--- src/rtl/demux_pkg.sv ---
// Shared defaults, slot state type and drop-counter helpers for demux_stream.
package demux_pkg;

  localparam int DEF_WIDTH = 8;
  localparam int DEF_NCH   = 8;
  localparam int DEF_SELW  = 3;

  // The drop counter is a fixed 8-bit saturating counter.
  localparam int                 DROP_W   = 8;
  localparam logic [DROP_W-1:0]  DROP_MAX = 8'd255;

  // A channel slot is either holding a word or waiting for one.
  typedef enum logic {
    SLOT_EMPTY = 1'b0,
    SLOT_FULL  = 1'b1
  } slot_state_e;

  // Increment that sticks at DROP_MAX instead of wrapping.
  function automatic logic [DROP_W-1:0] satInc(input logic [DROP_W-1:0] value);
    if (value == DROP_MAX) begin
      return value;
    end
    return value + DROP_W'(1);
  endfunction

endpackage

--- src/rtl/demux_slot.sv ---
// One-entry output register for a single channel. A write always wins over a
// drain, so a slot that is drained and written in the same cycle stays full
// and takes the new word.
module demux_slot
  import demux_pkg::*;
#(
  parameter int WIDTH = DEF_WIDTH
) (
  input  logic             clk,
  input  logic             rst_n,
  input  logic             wr,
  input  logic [WIDTH-1:0] wdata,
  input  logic             ready,
  output logic             valid,
  output logic [WIDTH-1:0] data
);

  slot_state_e      r_state;
  slot_state_e      w_nextState;
  logic [WIDTH-1:0] r_data;

  // Next-state decode: fill on write, empty on a drain that has no write.
  always_comb begin
    w_nextState = r_state;
    case (r_state)
      SLOT_EMPTY: begin
        if (wr) begin
          w_nextState = SLOT_FULL;
        end
      end
      SLOT_FULL: begin
        if (wr) begin
          w_nextState = SLOT_FULL;
        end else if (ready) begin
          w_nextState = SLOT_EMPTY;
        end
      end
      default: w_nextState = SLOT_EMPTY;
    endcase
  end

  // State register; reset throws away any held word.
  always_ff @(posedge clk or negedge rst_n) begin
    if (!rst_n) begin
      r_state <= SLOT_EMPTY;
    end else begin
      r_state <= w_nextState;
    end
  end

  // Data register only moves on a write, so a stalled word stays put.
  always_ff @(posedge clk or negedge rst_n) begin
    if (!rst_n) begin
      r_data <= '0;
    end else if (wr) begin
      r_data <= wdata;
    end
  end

  assign valid = (r_state == SLOT_FULL);
  assign data  = r_data;

endmodule

--- src/rtl/demux_stream.sv ---
// Stream demultiplexer: routes each input word to one channel slot (unicast)
// or to every slot at once (broadcast). Unicast to a channel number that does
// not exist is accepted and discarded, and counted in a saturating counter.
module demux_stream
  import demux_pkg::*;
#(
  parameter int WIDTH = DEF_WIDTH,
  parameter int NCH   = DEF_NCH,
  parameter int SELW  = DEF_SELW
) (
  input  logic                 clk,
  input  logic                 rst_n,
  input  logic                 in_valid,
  output logic                 in_ready,
  input  logic [WIDTH-1:0]     in_data,
  input  logic [SELW-1:0]      in_sel,
  input  logic                 in_bcast,
  output logic [NCH-1:0]       out_valid,
  input  logic [NCH-1:0]       out_ready,
  output logic [NCH*WIDTH-1:0] out_data,
  output logic [DROP_W-1:0]    drop_cnt
);

  logic [NCH-1:0]    w_selHit;
  logic [NCH-1:0]    w_canAccept;
  logic [NCH-1:0]    w_wr;
  logic              w_selLegal;
  logic              w_inReady;
  logic              w_fire;
  logic              w_drop;
  logic [DROP_W-1:0] r_dropCnt;

  // One-hot decode of the select; all zeros when the select names no channel.
  always_comb begin
    w_selHit = '0;
    for (int k = 0; k < NCH; k++) begin
      if (in_sel == SELW'(k)) begin
        w_selHit[k] = 1'b1;
      end
    end
  end

  // A slot can take a word if it is empty or is being drained this cycle.
  assign w_canAccept = ~out_valid | out_ready;
  assign w_selLegal  = |w_selHit;

  // Ready is built only from select, broadcast flag and slot handshake state,
  // never from in_valid, so upstream may wait on ready before asserting valid.
  always_comb begin
    w_inReady = 1'b1;
    if (in_bcast) begin
      w_inReady = &w_canAccept;
    end else if (w_selLegal) begin
      w_inReady = |(w_selHit & w_canAccept);
    end
  end

  assign in_ready = w_inReady;
  assign w_fire   = in_valid & w_inReady;
  assign w_drop   = w_fire & ~in_bcast & ~w_selLegal;

  // Per-slot write strobes: every slot on broadcast, the selected one otherwise.
  always_comb begin
    w_wr = '0;
    if (w_fire) begin
      w_wr = in_bcast ? {NCH{1'b1}} : w_selHit;
    end
  end

  // Saturating count of words discarded for an out-of-range select.
  always_ff @(posedge clk or negedge rst_n) begin
    if (!rst_n) begin
      r_dropCnt <= '0;
    end else if (w_drop) begin
      r_dropCnt <= satInc(r_dropCnt);
    end
  end

  assign drop_cnt = r_dropCnt;

  for (genvar k = 0; k < NCH; k++) begin : g_slot
    demux_slot #(
      .WIDTH(WIDTH)
    ) u_slot (
      .clk  (clk),
      .rst_n(rst_n),
      .wr   (w_wr[k]),
      .wdata(in_data),
      .ready(out_ready[k]),
      .valid(out_valid[k]),
      .data (out_data[k*WIDTH +: WIDTH])
    );
  end

endmodule

--- config.mk ---
export PLATFORM = sky130hd
export DESIGN_NAME = demux_stream
export DESIGN_NICKNAME = d
export VERILOG_FILES = /design/src/rtl/demux_pkg.sv /design/src/rtl/demux_slot.sv /design/src/rtl/demux_stream.sv
export SDC_FILE = /design/constraint.sdc
export NUM_CORES = 1
export LEC_CHECK = 0
export CAP_MARGIN = 20
export CORE_AREA = 5 5 95 97
export CTS_CLUSTER_SIZE = 40
export DETAILED_ROUTE_END_ITERATION = 6
export DIE_AREA = 0 0 100 102
export GPL_TIMING_DRIVEN = 0
export PLACE_DENSITY = 0.79
export SLEW_MARGIN = 20
export SYNTH_ARGS = -nofsm -noshare
export SYNTH_HDL_FRONTEND = slang
export SYNTH_HIERARCHICAL = 1
export SYNTH_SLANG_ARGS = --single-unit
--- constraint.sdc ---
create_clock -name clk -period 2.6 [get_ports clk]
set_clock_uncertainty 0.2 [all_clocks]
set_input_delay 0.39 -clock clk [delete_from_list [all_inputs] [get_ports clk]]
set_output_delay 0.39 -clock clk [all_outputs]
set_load 0.02 [all_outputs]
==> results.md <==
* Seq pwr share at 35.4%
* Worst VDD drop at 0.000608 V
* Antenna cells at 0
* WP data required at 2.01 ns
* Maximum clock path buffer count at 2
* RSZ-0062 raised after global routing: no
* Total congestion overflow at 0
* Syn_nets at 235
* Clock power frac at 14.3%
* CTS tree: yes
* Synth-to-layout area growth at 39.3%
* Net load switching power at 2.13 mW
* Register bit count reported by yosys at 80
* Worst hold-check path type: reg2reg
* Die area at 10200 um^2
* Critical path data arrival time at 1.87 ns
* Final Cell Area at 4870 um^2
* CP Class: in2out
* CTS Sinks at 80
* Chip Height at 102 um
* Final hold vios at 0
* Nets at 350
* Synth warn at 6
* Final worst-path cycle share at 94.7%
* Max incr delay on CP at 0.49 ns
* Post-DRT Antenna Nets at 0
* Post-layout min period at 2.46 ns
* Share of cells above drive strength 1 at 33.4%
* Worst-path clk slew at 0.08 ns
* Power Density at 1240 nW/um^2
* Synthesized instance count at 212
* CORE AREA at 8050 um^2
* Routed via count at 2121
* Initial DRT Pass Iterations at 4
* Crit path buffers/inverters at 2
* Max Cap Viol at 0
* Setup violations, final at 0
* Layout Cells excl Fill at 437
* Post-DP Area at 4660 um^2
* Post-DP HPWL at 5630 um
* Post-synthesis sequential area ratio at 57.3%
* Wire per inst at 18.3 um
* P_leak at 2.19 nW
* Crit path max-delay cell type: mux4_2
* Worst setup SP type: primary input
* RePlAce Congestion at 0.785
* Drt total wl at 8010 um
* Slew margin rel. at 67.5%
* Initial antenna violation count at 0
* Largest net degree at the start of global routing at 56
* First-pass GRT wire length at 12500 um
* Fin. max-slew vios at 0
* Vias in the first global route at 2300
* Synth Cell Area at 3490 um^2
* Int Pwr at 3.93 mW
* # port buffers at 101
* Comb pwr share at 50.3%
* Worst-path fanout max at 2
* Average cell area after synthesis at 16.5 um^2
* Die W at 100 um
* Drt drc at 0
* H-tree Lvls at 3
* Initial DRC count at 53
* Crit. Startpoint: out_ready[3]
* Worst-Skew Late Latency at 0.35 ns
* Top Ports at 104
* Initial core utilization at 43.4%
* Num CTS Buffers at 9
* Worst R2R Start: g_slot[5].u_slot/valid
* CP top delay family: multiplexers
* Net Sw Frac at 35.1%
* Slew @ Worst Pin at 0.480 ns
* FP Rows at 33
* Root buf cell: clkbuf_8
* Synth unique cells at 24
* Total GRT Usage at 16.2%
* Vias per inst at 4.85
* Hold path startpoint: drop_cnt[4]
* Status: finished clean
* Final Util at 60.4%
* # placed instances at 419
* Critical path, cell by cell: clkdlybuf4s50_1 -> nand2b_1 -> mux4_2 -> mux2i_1 -> o21ai_1 -> buf_2
* Crit. End Element: primary output
* Peak Freq at 0.406 GHz
==> layout make-up <==
cell class                      instances  area [um^2]
Fill cell                             649         3190
Buffer                                 18          143
Timing Repair Buffer                  104         1050
Clock buffer                           10          138
Sequential cell                        80         2000
Clock inverter                          6         47.5
Multi-Input combinational cell        104         1320
Inverter                               10         37.5
Tap cell                              105          131
==> flip-flops by register name, indices dropped and copies added (netlist names) <==
register	flops
drop_cnt	8
g_slot.u_slot/data	64
g_slot.u_slot/valid	8
==> metrics by stage <==
step	hold WS [ns]	worst slack (ns)	power, mW	TNS [ns]
2_1_floorplan	-0.106	0.514	3.79	0
3_3_place_gp	0.239	-1.83	5.15	-146.33
3_5_place_dp	0.133	-0.255	5.23	-0.649
4_1_cts	0.267	0.0333	6.11	0
5_1_grt	0.273	0.0947	6.34	0
6_report	0.259	0.139	6.05	0
==> per-layer routing <==
layer  routed length (um)  part of all wire [%]  global-route usage, %  up-vias
li1                     -                     -                      -      963
met1                 3500                    44                   20.6     1078
met2                 3850                    48                   26.2       72
met3                  580                   7.2                   5.67        8
met4                   79                  0.99                   5.18        0
met5                    0                     0                      0        -
==> what timing repair did <==
| item | in CTS | in global routing |
|---|---|---|
| gates cloned | 0 | 0 |
| buffers inserted | 0 | 1 |
| resized for setup | 3 | 2 |
| hold buffers | 1 | 0 |
| hold endpoints to repair | 25 | 0 |
| endpoints found under the setup margin | 1 | 1 |
==> worst paths after layout <==
path,endpoint,depth (start not counted),slack (ns)
worst max-delay path,in_ready,6,0.14
worst min-delay path,drop_cnt[4],1,0.26
worst max register to register,g_slot[1].u_slot/data[1],7,0.38
worst min register to register,drop_cnt[4],1,0.26
max in group asynchronous,g_slot[1].u_slot/data[1],3,1.31
min in group asynchronous,g_slot[2].u_slot/data[2],2,0.30
==> cell usage in the layout (no fill, tap or decap), types with 2 or more instances in the layout <==
cell              n
buf_6            10
inv_1            10
o21ai_1           7
nand2b_1          7
clkdlybuf4s50_1  99
inv_6             4
clkbuf_8         10
clkbuf_1          8
dfrtp_1          80
mux2_4           64
buf_4             2
o2111a_1          2
a21o_2            8
==> kinds of logic after synthesis <==
| group | share of synthesized area (%) |
|---|---|
| buffers and inverters | 5.16 |
| DFF | 57.3 |
| muxes | 28.4 |
| AOI/OAI and AO/OA | 4.23 |
| and+or+nand+nor | 4.87 |
==> power by group through the flow <==
stage	clock network, mW	logic, mW	registers (mW)
2_1_floorplan	0	1.02	2.77
4_1_cts	0.890	3.08	2.14
3_5_place_dp	0	3.07	2.16
3_3_place_gp	0	3.01	2.14
5_1_grt	0.946	3.18	2.21
6_report	0.866	3.04	2.14
==> synthesized netlist by cell type <==
| library cell | count | area [um^2] |
|---|---|---|
| nor3b_1 | 1 | 7.51 |
| nand3_1 | 1 | 5.00 |
| inv_1 | 10 | 37.5 |
| o31ai_1 | 1 | 7.51 |
| nand2_1 | 1 | 3.75 |
| dfrtp_1 | 80 | 2000 |
| o21ai_1 | 7 | 35.0 |
| nand4_1 | 1 | 6.26 |
| mux2_4 | 64 | 961 |
| buf_6 | 10 | 113 |
| o31ai_2 | 1 | 12.5 |
| mux2i_1 | 1 | 10.0 |
| nand2b_1 | 8 | 50.1 |
| nand2_2 | 1 | 6.26 |
| nand4b_2 | 1 | 15.0 |
| mux4_2 | 1 | 22.5 |
| nor4b_2 | 1 | 15.0 |
| nor4bb_2 | 1 | 16.3 |
| o2111a_1 | 2 | 22.5 |
| and4b_4 | 1 | 13.8 |
| a21o_2 | 8 | 70.1 |
| nor4_4 | 1 | 21.3 |
| clkbuf_1 | 8 | 30.0 |
| nor4bb_1 | 1 | 10.0 |
==> worst register-to-register path, cell delays in order (launching register included) <==
cell	delay, ns
dfrtp_1	0.40
nand2b_1	0.12
mux4_2	0.26
buf_4	0.11
nand4b_2	0.14
o31ai_1	0.32
buf_6	0.24
mux2_4	0.31
Power figures use the tool's default switching activity.
